**src/rtl/adc_readout_sequencer.sv**
```systemverilog
`default_nettype none
// ============================================================================
// Module   : adc_readout_sequencer
// Purpose  : Queues aligned L1As and, for each one, walks the enabled ADC
//            channels one at a time with a one-hot start_read request.
//            Channels that never report completion are timed out so the
//            readout always moves on. Keeps an event counter and sticky
//            error flags for slow control.
// Ports    : clk, reset (async, active-high)
//            L1A_Align, need_read     - L1A intake
//            adc_mask                 - channel enables, latched per event
//            one_adc_finish_read      - current channel done
//            err_clr                  - clears error and timeout_cnt
//            start_read, busy, pending, evt_tx, timeout_cnt, error - status
// Revision : 1.0 - initial release
// ============================================================================
module adc_readout_sequencer #(
  parameter int N_ADC   = 16,
  parameter int DEPTH   = 4,
  parameter int TIMEOUT = 1024,
  parameter int EVT_W   = 16
) (
  input  logic             clk,
  input  logic             reset,
  input  logic             L1A_Align,
  input  logic             need_read,
  input  logic [N_ADC-1:0] adc_mask,
  input  logic             one_adc_finish_read,
  input  logic             err_clr,
  output logic [N_ADC-1:0] start_read,
  output logic             busy,
  output logic [3:0]       pending,
  output logic [EVT_W-1:0] evt_tx,
  output logic [7:0]       timeout_cnt,
  output logic [2:0]       error
);

  // idx must be able to hold N_ADC itself: that value marks "all scanned".
  localparam int IDX_W = $clog2(N_ADC + 1);
  localparam int SEL_W = $clog2(N_ADC);
  localparam int TMR_W = $clog2(TIMEOUT);
  localparam logic [N_ADC-1:0] ONE = {{(N_ADC-1){1'b0}}, 1'b1};

  typedef enum logic [1:0] {
    IDLE   = 2'd0,
    SELECT = 2'd1,
    READ   = 2'd2
  } state_t;

  state_t             state, state_n;
  logic [IDX_W-1:0]   idx, idx_n;
  logic [TMR_W-1:0]   timer, timer_n;
  logic [N_ADC-1:0]   mask_q, mask_n;
  logic [N_ADC-1:0]   start_n;
  logic [3:0]         pending_n;
  logic [EVT_W-1:0]   evt_n;
  logic [7:0]         tocnt_n;
  logic [2:0]         error_n;
  logic               busy_n;

  logic               evt_done;
  logic               to_hit;
  logic               l1a_ok;
  logic               q_full;
  logic               l1a_inc;
  logic [SEL_W-1:0]   idx_sel;
  logic [2:0]         err_set;
  logic [7:0]         tocnt_base;

  assign idx_sel = idx[SEL_W-1:0];
  assign l1a_ok  = L1A_Align & need_read;
  // A completion in the same cycle does not free a slot for the new L1A.
  assign q_full  = (pending == 4'(DEPTH));
  assign l1a_inc = l1a_ok & ~q_full;

  always_comb begin
    state_n    = state;
    idx_n      = idx;
    timer_n    = timer;
    mask_n     = mask_q;
    start_n    = start_read;
    evt_n      = evt_tx;
    evt_done   = 1'b0;
    to_hit     = 1'b0;
    pending_n  = pending;
    err_set    = 3'b000;
    tocnt_base = timeout_cnt;
    tocnt_n    = timeout_cnt;
    error_n    = error;

    unique case (state)
      IDLE: begin
        if (pending != 4'd0) begin
          state_n = SELECT;
          idx_n   = '0;
          mask_n  = adc_mask;
        end
      end
      SELECT: begin
        if (idx == IDX_W'(N_ADC)) begin
          evt_done = 1'b1;
          evt_n    = evt_tx + EVT_W'(1);
          state_n  = IDLE;
        end else if (!mask_q[idx_sel]) begin
          idx_n = idx + IDX_W'(1);
        end else begin
          start_n = ONE << idx_sel;
          timer_n = '0;
          state_n = READ;
        end
      end
      READ: begin
        // A done arriving on the last allowed cycle wins over the timeout.
        if (one_adc_finish_read || timer == TMR_W'(TIMEOUT - 1)) begin
          to_hit  = ~one_adc_finish_read;
          start_n = '0;
          idx_n   = idx + IDX_W'(1);
          state_n = SELECT;
        end else begin
          timer_n = timer + TMR_W'(1);
        end
      end
      default: begin
        start_n = '0;
        state_n = IDLE;
      end
    endcase

    unique case ({l1a_inc, evt_done})
      2'b10:   pending_n = pending + 4'd1;
      2'b01:   pending_n = pending - 4'd1;
      default: pending_n = pending;
    endcase

    // New error events are OR-ed in after the clear so they are never lost.
    err_set[0] = L1A_Align & ~need_read;
    err_set[1] = l1a_ok & q_full;
    err_set[2] = to_hit;
    error_n    = (err_clr ? 3'b000 : error) | err_set;

    if (err_clr) tocnt_base = 8'd0;
    tocnt_n = tocnt_base;
    if (to_hit && tocnt_base != 8'hFF) tocnt_n = tocnt_base + 8'd1;

    busy_n = (state_n != IDLE);
  end

  always_ff @(posedge clk or posedge reset) begin
    if (reset) begin
      state       <= IDLE;
      idx         <= '0;
      timer       <= '0;
      mask_q      <= '0;
      start_read  <= '0;
      busy        <= 1'b0;
      pending     <= 4'd0;
      evt_tx      <= '0;
      timeout_cnt <= 8'd0;
      error       <= 3'b000;
    end else begin
      state       <= state_n;
      idx         <= idx_n;
      timer       <= timer_n;
      mask_q      <= mask_n;
      start_read  <= start_n;
      busy        <= busy_n;
      pending     <= pending_n;
      evt_tx      <= evt_n;
      timeout_cnt <= tocnt_n;
      error       <= error_n;
    end
  end

endmodule
`default_nettype wire

```
**config.mk**
```make
export PLATFORM = sky130hd
export DESIGN_NAME = adc_readout_sequencer
export DESIGN_NICKNAME = d
export VERILOG_FILES = /design/src/rtl/adc_readout_sequencer.sv
export SDC_FILE = /design/constraint.sdc
export NUM_CORES = 1
export LEC_CHECK = 0
export ABC_AREA = 0
export CAP_MARGIN = 20
export CELL_PAD_IN_SITES_DETAIL_PLACEMENT = 2
export CELL_PAD_IN_SITES_GLOBAL_PLACEMENT = 2
export CORE_ASPECT_RATIO = 1.2
export CORE_MARGIN = 3
export CORE_UTILIZATION = 38
export CTS_CLUSTER_SIZE = 30
export DETAILED_ROUTE_END_ITERATION = 7
export PLACE_DENSITY = 0.91
export SYNTH_ARGS = -nofsm -noshare
export SYNTH_HDL_FRONTEND = slang
export SYNTH_SLANG_ARGS = --single-unit
```
**constraint.sdc**
```tcl
create_clock -name clk -period 6.1 [get_ports clk]
set_clock_uncertainty 0.05 [all_clocks]
set_input_delay 0.61 -clock clk [delete_from_list [all_inputs] [get_ports clk]]
set_output_delay 0.61 -clock clk [all_outputs]
set_load 0.02 [all_outputs]
```
==> key figures, run 1 <==
Placement
  – Hpwl dp: 8640 µm
  – Place WS: 2650 ps
  – I/O Buffers: 69
  – Gpl congestion: 0.768

Die
  – Core box area: 10700 µm²
  – FP Rows: 41
  – Die area: 12500 µm²
  – I/O pin total: 70
  – Die X: 102 µm
  – Initial core utilization: 0.395
  – Die span in y: 122 µm

Clock tree
  – CTS sink count: 81
  – CTS root buf: clkbuf_16
  – Clk Latency, worst-skew pair: ~340 ps
  – CTS clk-pin slew, worst paths: ~70 ps
  – Hold buffers post-CTS: 0
  – H-tree depth: 3
  – TritonCTS buffer count: 9
  – CTS tree: built
  – Clock Tree Buf Depth: 2
  – Post-CTS Setup Bufs: 0
  – Post-cts sizing count: 0

Route
  – DRC: 0
  – Routed vias/inst: about 5.7
  – Post-DR wirelength/cell: 22.5 µm
  – Post-route antenna net violation count: 0
  – Initial DRC count: 144
  – Vias: approximately 3300
  – DRT Pass-1 Iters: 4
  – Aggregate routed wire length: 13100 µm

Logic synthesis
  – Syn avg cell area: 11.2 µm²
  – Synth Register Bits: 81
  – Top area cells in the synthesized netlist: dfrtp_1 48%, mux2_2 7.2%, ha_1 4.7%, mux2_4 3.5%, nand2_1 3.2%
  – Main synth FF type: dfrtp_1
  – Post-synth EDFFs: 0
  – Yosys top cell area share: 0.479
  – Syn Inst Count: 377
  – Sequential area share after synthesis: 0.479
  – Synth warn: 0
  – Syn Nets: 415
  – Count of different cell masters after synthesis: 51
  – Largest area contributor in the netlist: dfrtp_1
  – Synthesized cell area: about 4200 µm²
  – Synth async-reset ratio: 1.00

STA
  – Setup repair after global routing missed its margin: false
  – Setup TNS: 0 ps
  – Final min period: 3740 ps
  – Worst slew pin tran: 898 ps
  – Final Setup Violations: 0
  – Final period util: 0.613
  – Hold Vio Cnt, Final: 0
  – F_max: about 270 MHz
  – Final Max Slew Viols: 0
  – Fin worst setup slack: 2360 ps
  – Relative slew slack: 0.402

Critical path
  – Crit. Startpoint: idx[3]
  – R2R setup slack: between 2000 and 2500 ps
  – Worst path bufs/invs: 1
  – Required time of the critical path: approximately 6300 ps
  – CP Launch Type: register
  – CP top delay family: simple AND/OR/NAND/NOR gates
  – Reg2reg end: pending[3]
  – Crit path arrival time: 3920 ps
  – Slowest-stage cell, CP: nor3b_1
  – CP Class: reg -> reg
  – Crit path max fanout: 19
  – Cell depth of the worst setup path: 9
  – Max incr delay on CP: just under 800 ps
  – CP Cell Sequence: nor3b_1, nand2_1, inv_1, ha_1, nor2b_1, a21oi_1, o32a_1, nor2_1, xor2_1
  – Worst r2r src: idx[3]
  – CP Capture Point: pending[3]
  – Critical path capture point type: register
  – FF-to-FF path depth: 9

Global route
  – Grt ovf: 0
  – Antenna violations before repair: 0
  – Pin count of the biggest net entering global routing: 82
  – Vias in the first global route: 3712
  – First-pass GRT wire length: 20100 µm
  – Overall Global Routing Usage: 0.212

Finish
  – Most frequent cells in the layout: 81 x dfrtp_1, 69 x clkdlybuf4s50_1, 36 x nand2_1, 27 x mux2_2, 24 x nor2_1
  – Commonest non-fill, non-tap cell in the layout: dfrtp_1
  – Diode count: 0
  – Syn-to-layout area delta: 27.9%
  – Fin nets: 487
  – Layout cell share with drive strength beyond 1: 0.141

Run status
  – Status: completed

Power
  – VDD IR max: 0.000172 V
  – Power Dens Cells: 390 nW/µm²
  – LEAKAGE: 0.00235 µW

Run
  – Max_cap viols: 0

Hold path
  – Hold Path Class: reg -> reg
report_power, final:
part / switching [µW] / internal, µW / leakage [µW]
combinational: 410 / 331 / 0.00110
sequential: 95.7 / 635 / 0.00108
clock: 230 / 409 / 0.000172
total: 736 / 1380 / 0.00235
flip-flops by register name (all words and copies together) (netlist names), 2 cells and up:
name / count
evt_tx: 16
mask_q: 16
start_read: 16
timer: 10
timeout_cnt: 8
idx: 5
pending: 4
error: 3
state: 2
worst min-delay path by stage:
stage	cells past startpoint	slack, ps	endpoint	startpoint
after CTS	1	430	evt_tx[15]	evt_tx[15]
after floorplan	1	390	timer[9]	timer[9]
after global routing	1	450	evt_tx[15]	evt_tx[15]
after global placement	1	410	timer[9]	timer[9]
final	1	430	evt_tx[15]	evt_tx[15]
after detailed placement	1	420	evt_tx[15]	evt_tx[15]
synthesized netlist by cell type, types with 2 or more instances:
| cell type | count |
|---|---|
| dfrtp_1 | 81 |
| nand2_1 | 36 |
| mux2_2 | 27 |
| nor2_1 | 24 |
| inv_1 | 19 |
| ha_1 | 16 |
| xnor2_1 | 14 |
| nand3_1 | 13 |
| xor2_1 | 11 |
| a21oi_1 | 10 |
| mux2_4 | 10 |
| nand4_1 | 7 |
| nor2b_1 | 7 |
| o21ai_0 | 7 |
| nor3_1 | 6 |
| and3_1 | 5 |
| clkbuf_1 | 5 |
| mux2i_1 | 5 |
| o31ai_1 | 5 |
| or3_1 | 5 |
| a31oi_1 | 4 |
| and2_1 | 4 |
| nand2b_1 | 4 |
| nor3b_1 | 4 |
| o211ai_1 | 4 |
| o22ai_1 | 4 |
| o311ai_0 | 4 |
| mux4_1 | 3 |
| nand3b_1 | 3 |
| or4_1 | 3 |
| a31o_2 | 2 |
| and4_1 | 2 |
| buf_2 | 2 |
| buf_6 | 2 |
| nor4_1 | 2 |
| o221ai_1 | 2 |
logic make-up (layout without fill, tap and decap cells):
family                     after synthesis  in the layout  synth area share
muxes                                   46             46             0.143
adders and majority gates               16             16            0.0473
buffers and inverters                   30            107            0.0346
xor gates and xnor gates                25             25            0.0517
DFF                                     81             81             0.479
and+or+nand+nor                        127            127             0.153
AOI/OAI and AO/OA                       52             52            0.0919
metal layers:
metal	vias to the layer above	GRT usage	part of all wire
met5	-	0	0
met4	0	0.0747	0.023
met3	21	0.0241	0.033
met2	95	0.396	0.55
met1	1734	0.245	0.39
li1	1491	-	-
area by class of cell:
class | instances | area [µm²]
Fill cell | 1055 | 5310
Multi-Input combinational cell | 266 | 2070
Sequential cell | 81 | 2030
Timing Repair Buffer | 72 | 737
Clock buffer | 10 | 239
Tap cell | 129 | 161
Clock inverter | 6 | 105
Inverter | 19 | 72.6
metrics by stage:
stage	hold slack [ps]	cells	utilization	total power, µW	cell area, µm²
6_report	426	583	0.505	2110	5410
4_1_cts	433	581	0.501	2100	5380
2_1_floorplan	390	377	-	1260	4230
3_3_place_gp	408	565	0.469	1380	5030
3_5_place_dp	424	565	0.469	1440	5030
5_1_grt	452	583	0.505	2230	5410
worst reg2reg max path, cell delays in order, from the launching register on:
cell and delay (ps):
dfrtp_1 640, nor3b_1 780, nand2_1 440, inv_1 390
ha_1 310, nor2b_1 170, a21oi_1 80, o32a_1 330
nor2_1 130, xor2_1 300
Power figures use the tool's default switching activity.
==> run 2, diff against run 1 <==
--- a/config.mk
+++ b/config.mk
@@ -11,10 +11,10 @@
 export CELL_PAD_IN_SITES_GLOBAL_PLACEMENT = 2
 export CORE_ASPECT_RATIO = 1.2
 export CORE_MARGIN = 3
-export CORE_UTILIZATION = 38
+export CORE_UTILIZATION = 31
 export CTS_CLUSTER_SIZE = 30
 export DETAILED_ROUTE_END_ITERATION = 7
-export PLACE_DENSITY = 0.91
+export PLACE_DENSITY = 0.8
 export SYNTH_ARGS = -nofsm -noshare
 export SYNTH_HDL_FRONTEND = slang
 export SYNTH_SLANG_ARGS = --single-unit
==> constraint.sdc (replaced) <==
create_clock -name clk -period 3.2 [get_ports clk]
set_clock_uncertainty 0.05 [all_clocks]
set_input_delay 0.32 -clock clk [delete_from_list [all_inputs] [get_ports clk]]
set_output_delay 0.32 -clock clk [all_outputs]
set_load 0.02 [all_outputs]
==> key figures, run 2 (synthesis gave the netlist of run 1 again) <==
Run status
  – Status: completed (unchanged)

Die
  – I/O pin total: 70 (unchanged)
  – Initial core utilization: 0.318 (was 0.395)
  – FP Rows: 46 (was 41)
  – Die area: 15100 µm² (was 12500 µm²)
  – Die X: 113 µm (was 102 µm)
  – Core box area: 13300 µm² (was 10700 µm²)
  – Die span in y: 134 µm (was 122 µm)

Finish
  – Final cell count without fillers: 625 (was 583)
  – Fin nets: 493 (was 487)
  – Most frequent cells in the layout: 81 x dfrtp_1, 69 x clkdlybuf4s50_1, 36 x nand2_1, 27 x mux2_2, 24 x nor2_1 (unchanged)
  – Largest registers: evt_tx (16), mask_q (16), start_read (16) (unchanged)
  – Layout cell share with drive strength beyond 1: 0.142 (was 0.141)
  – Commonest non-fill, non-tap cell in the layout: dfrtp_1 (unchanged)
  – Sequential Area: 2030 µm² (unchanged)
  – Filler Cell Count: 1366 (was 1055)
  – Syn-to-layout area delta: 27.6% (was 27.9%)
  – Diode count: 0 (unchanged)
  – Multi-input logic area: 2070 µm² (unchanged)

Power
  – LEAKAGE: 0.00233 µW (was 0.00235 µW)
  – Total Power: 3670 µW (was 2110 µW)
  – VDD IR max: 0.000286 V (was 0.000172 V)
  – Power Dens Cells: 680 nW/µm² (was 390 nW/µm²)

Clock tree
  – CTS tree: built (unchanged)
  – CTS sink count: 81 (unchanged)
  – Clock Tree Buf Depth: 2 (unchanged)
  – Post-cts sizing count: 0 (unchanged)
  – Clk Latency, worst-skew pair: 330 ps (was 340 ps)
  – CTS clk-pin slew, worst paths: 60 ps (was 70 ps)
  – Hold buffers post-CTS: 0 (unchanged)
  – Post-CTS Setup Bufs: 0 (unchanged)
  – H-tree depth: 3 (unchanged)
  – TritonCTS buffer count: 9 (unchanged)
  – CTS root buf: clkbuf_16 (unchanged)

Global route
  – Pin count of the biggest net entering global routing: 42 (was 82)
  – Antenna violations before repair: 0 (unchanged)
  – Grt ovf: 0 (unchanged)
  – Vias in the first global route: 3695 (was 3712)
  – First-pass GRT wire length: 19300 µm (was 20100 µm)
  – Overall Global Routing Usage: 0.158 (was 0.212)

Critical path
  – CP Class: reg -> reg (unchanged)
  – R2R setup slack: 510 ps (was 2360 ps)
  – CP Cell Sequence: inv_1, ha_1, and2_1, nand2_1, inv_1, ha_1, xor2_1, ha_1, a21oi_1, xor2_1, nor2_1, xnor2_1 (was nor3b_1, nand2_1, inv_1, ha_1, nor2b_1, a21oi_1, o32a_1, nor2_1, xor2_1)
  – Critical path capture point type: register (unchanged)
  – Crit path arrival time: 2860 ps (was 3920 ps)
  – Crit path max fanout: 7 (was 19)
  – Crit-path most repeated cell: ha_1
  – Reg2reg end: pending[2] (was pending[3])
  – CP Launch Type: register (unchanged)
  – FF-to-FF path depth: 12 (was 9)
  – Required time of the critical path: 3370 ps (was 6280 ps)
  – Max incr delay on CP: 460 ps (was 780 ps)
  – Worst r2r src: idx[1] (was idx[3])
  – Slowest-stage cell, CP: dfrtp_1 (was nor3b_1)
  – Crit. Startpoint: idx[1] (was idx[3])

Route
  – Aggregate routed wire length: 11200 µm (was 13100 µm)
  – Post-route antenna net violation count: 0 (unchanged)
  – Vias: 3242 (was 3341)
  – Routed vias/inst: 5.19 (was 5.73)
  – DRT Pass-1 Iters: 4 (unchanged)
  – Initial DRC count: 124 (was 144)
  – Post-DR wirelength/cell: 18.0 µm (was 22.5 µm)
  – DRC: 0 (unchanged)

Placement
  – Placed Cells: 612 (was 565)
  – Gpl congestion: 0.741 (was 0.768)
  – Hpwl dp: 8470 µm (was 8640 µm)
  – I/O Buffers: 69 (unchanged)

STA
  – Final min period: 2690 ps (was 3740 ps)
  – Final period util: 0.842 (was 0.613)
  – Worst slew pin tran: 757 ps (was 898 ps)
  – Setup TNS: 0 ps (unchanged)
  – Final hold slack: 381 ps (was 426 ps)
  – Setup repair after global routing missed its margin: false (unchanged)
  – Hold Vio Cnt, Final: 0 (unchanged)
  – Final Max Slew Viols: 0 (unchanged)
  – Relative slew slack: 0.495 (was 0.402)
  – Final Setup Violations: 0 (unchanged)
  – F_max: 371 MHz (was 267 MHz)

Hold path
  – Hold Path Class: in -> async (was reg -> reg)

Run
  – Max_cap viols: 0 (unchanged)
-- run 2: changes by cell type in the layout (fill, tap and decap cells not counted), sizes merged --
cell    before  now
clkbuf      10   12
clkinv       4    2
buf          3    9
bufinv       3    0
-- run 2: how the worst max path moves through the flow --
stage                     endpoint  slack, ps  depth (start not counted)
finish                  pending[2]        510                         12
global route            pending[2]        190                         12
CTS                     pending[2]        490                         12
detailed placement  timeout_cnt[1]        400                          7
global placement    timeout_cnt[3]        520                          8
floorplan               pending[2]        660                         11
-- run 2: routing by layer --
layer  wire (µm)  vias to the layer above  global-route usage
li1            -                     1503                   -
met1        4660                     1668               0.189
met2        6060                       56               0.288
met3         333                       15              0.0266
met4         176                        0              0.0481
met5           0                        -                   0
-- run 2: cell type report --
type                       count  area share
timing repair buffer          78       0.143
clock inverter                 1    0.000926
multi-input combinational    266       0.383
clock buffer                  12      0.0456
tap                          168      0.0389
sequential                    81       0.375
inverter                      19      0.0134
-- run 2: where the power goes --
group          internal (µW)  switching, µW
Sequential              1210            154
Combinational            654            743
Clock                    533            377
Total                   2400           1270
-- run 2: stage by stage --
step | area [µm²] | worst slack, ps | utilization
after floorplan | 4230 | 659 | -
after global placement | 5150 | 522 | 0.388
after detailed placement | 5150 | 404 | 0.388
after CTS | 5400 | 490 | 0.406
after global routing | 5400 | 195 | 0.406
final | 5400 | 505 | 0.406
-- run 2: critical path: cells and delay by family, from the launching register on --
family                   cells  cell delay, ps
AO/OA/AOI/OAI                1             140
AND/OR/NAND/NOR              3             360
XOR/XNOR                     3             410
adder cells (fa/ha/maj)      3             740
buffers and inverters        2             410
flip-flops                   1             460
==> run 3, diff against run 2 <==
--- a/config.mk
+++ b/config.mk
@@ -11,10 +11,10 @@
 export CELL_PAD_IN_SITES_GLOBAL_PLACEMENT = 2
 export CORE_ASPECT_RATIO = 1.2
 export CORE_MARGIN = 3
-export CORE_UTILIZATION = 31
+export CORE_UTILIZATION = 35
 export CTS_CLUSTER_SIZE = 30
 export DETAILED_ROUTE_END_ITERATION = 7
-export PLACE_DENSITY = 0.8
+export PLACE_DENSITY = 0.85
 export SYNTH_ARGS = -nofsm -noshare
 export SYNTH_HDL_FRONTEND = slang
 export SYNTH_SLANG_ARGS = --single-unit
==> constraint.sdc (replaced) <==
create_clock -name clk -period 2.5 [get_ports clk]
set_clock_uncertainty 0.05 [all_clocks]
set_input_delay 0.25 -clock clk [delete_from_list [all_inputs] [get_ports clk]]
set_output_delay 0.25 -clock clk [all_outputs]
set_load 0.02 [all_outputs]
==> key figures, run 3 (synthesis gave the netlist of run 1 again) <==
Run status
  – Status: completed (unchanged)

Global route
  – Grt met1 use: 0.229 (was 0.189)
  – Grt ovf: 0 (unchanged)
  – Overall Global Routing Usage: 0.204 (was 0.158)
  – Met2 Use GR: 0.384 (was 0.288)
  – Vias in the first global route: 3971 (was 3695)
  – Busiest grt layer: met2 (unchanged)
  – First-pass GRT wire length: 21500 µm (was 19300 µm)
  – Met3 Usage GRT: 0.0254 (was 0.0266)
  – Pin count of the biggest net entering global routing: 33 (was 42)
  – Antenna violations before repair: 0 (unchanged)

Route
  – Initial DRC count: 152 (was 124)
  – DRT Pass-1 Iters: 4 (unchanged)
  – Aggregate routed wire length: 13600 µm (was 11200 µm)
  – Post-route antenna net violation count: 0 (unchanged)
  – Vias: 3414 (was 3242)
  – DRC: 0 (unchanged)
  – Routed vias/inst: 5.39 (was 5.19)
  – Post-DR wirelength/cell: 21.5 µm (was 18.0 µm)

Placement
  – I/O Buffers: 69 (unchanged)
  – Place WS: -165 ps (was 404 ps)
  – Hpwl dp: 8990 µm (was 8470 µm)
  – Placed Cells: 615 (was 612)
  – Gpl congestion: 0.805 (was 0.741)

STA
  – Setup TNS: 0 ps (unchanged)
  – Final Setup Violations: 0 (unchanged)
  – Final period util: 0.971 (was 0.842)
  – Fin worst setup slack: 72.7 ps (was 505 ps)
  – Worst slew pin tran: 599 ps (was 757 ps)
  – Final Max Slew Viols: 0 (unchanged)
  – F_max: 412 MHz (was 371 MHz)
  – Hold Vio Cnt, Final: 0 (unchanged)
  – Final min period: 2430 ps (was 2690 ps)
  – Relative slew slack: 0.600 (was 0.495)

Finish
  – Diode count: 0 (unchanged)
  – Sequential Area: 2030 µm² (about the same)
  – Filler Cell Count: 1206 (was 1366)
  – Commonest non-fill, non-tap cell in the layout: dfrtp_1 (unchanged)
  – Most frequent cells in the layout: 80 x dfrtp_1, 69 x clkdlybuf4s50_1, 36 x nand2_1, 27 x mux2_2, 24 x nor2_1 (was 81 x dfrtp_1, 69 x clkdlybuf4s50_1, 36 x nand2_1, 27 x mux2_2, 24 x nor2_1)
  – Syn-to-layout area delta: 31.9% (was 27.6%)
  – Multi-input logic area: 2100 µm² (was 2070 µm²)
  – Final Util: 0.479 (was 0.406)
  – Layout cell share with drive strength beyond 1: 0.197 (was 0.142)
  – Final cell count without fillers: 633 (was 625)
  – Largest registers: evt_tx (16), mask_q (16), start_read (16) (unchanged)
  – Fin nets: 509 (was 493)

Run
  – Max_cap viols: 0 (unchanged)

Clock tree
  – Clk Latency, worst-skew pair: 350 ps (was 330 ps)
  – CTS root buf: clkbuf_16 (unchanged)
  – H-tree depth: 3 (unchanged)
  – TritonCTS buffer count: 9 (unchanged)
  – CTS clk-pin slew, worst paths: 60 ps (about the same)
  – Clock Tree Buf Depth: 2 (unchanged)
  – CTS tree: built (unchanged)
  – CTS sink count: 81 (unchanged)

Critical path
  – Critical path capture point type: register (unchanged)
  – Required time of the critical path: 2680 ps (was 3370 ps)
  – CP Class: reg -> reg (unchanged)
  – Crit path arrival time: 2610 ps (was 2860 ps)
  – Crit path max fanout: 16 (was 7)
  – CP Launch Type: register (unchanged)
  – FF-to-FF path depth: 6 (was 12)

Power
  – Power Dens Cells: 923 nW/µm² (was 680 nW/µm²)
  – Total Power: 5150 µW (was 3670 µW)
  – VDD IR max: 0.000534 V (was 0.000286 V)
  – LEAKAGE: 0.00242 µW (was 0.00233 µW)

Die
  – Core box area: 11700 µm² (was 13300 µm²)
  – I/O pin total: 70 (unchanged)
  – Initial core utilization: 0.363 (was 0.318)
  – Die area: 13500 µm² (was 15100 µm²)
  – FP Rows: 43 (was 46)
  – Die X: 106 µm (was 113 µm)
  – Die span in y: 126 µm (was 134 µm)

Hold path
  – Hold Path Class: in -> async (unchanged)
## run 3: cell count changes in the layout (fill, tap and decap cells not counted), moves of 2 or more
cell / change
buf_4: +13
buf_6: +2
clkinv_2: +2
mux2i_1: -2
mux4_1: -2
mux4_2: +2
## run 3: power by group
group / total, µW / switching [µW] / internal [µW] / leakage, µW
Combinational: 2150 / 1140 / 1010 / 0.00121
Clock: 1270 / 542 / 723 / 0.000139
Sequential: 1740 / 187 / 1550 / 0.00107
Total: 5150 / 1870 / 3280 / 0.00242
## run 3: critical path, stage by stage, from the launching register on
cell,delay [ps]
dfrtp_2,440
mux4_2,550
mux2_2,330
o211ai_4,190
or3_1,200
buf_12,180
mux2_2,350
## run 3: per-stage QoR
stage | hold slack, ps | area, µm²
final | 227 | 5590
after CTS | 238 | 5550
after floorplan | 299 | 4240
after global placement | 412 | 5260
after detailed placement | 418 | 5260
after global routing | 284 | 5590
## run 3: worst paths after layout
| check | endpoint | startpoint | slack [ps] |
|---|---|---|---|
| worst max-delay path | start_read[8] | idx[2] | 70 |
| worst min-delay path | error[0] | reset | 230 |
| worst max register to register | start_read[8] | idx[2] | 70 |
| worst min register to register | evt_tx[15] | evt_tx[15] | 420 |
| max in group asynchronous | mask_q[7] | reset | 1500 |
| min in group clk | evt_tx[15] | evt_tx[15] | 420 |
## run 3: what timing repair did
action | CTS | global route
hold buffers | 0 | 0
gates resized for setup | 4 | 7
gates cloned | 0 | 0
setup buffers | 0 | 1
setup endpoints to repair | 10 | 22
## run 3: metal layers
layer / vias to the layer above / routed length [µm]
met2: 77 / 7470
met1: 1781 / 5380
met3: 19 / 449
li1: 1537 / -
met5: - / 0
met4: 0 / 282
## run 3: layout make-up
type | count | area share
inverter | 19 | 0.0130
multi-input combinational | 266 | 0.376
sequential | 81 | 0.363
clock inverter | 3 | 0.00269
timing repair buffer | 94 | 0.163
tap | 157 | 0.0352
clock buffer | 13 | 0.0466
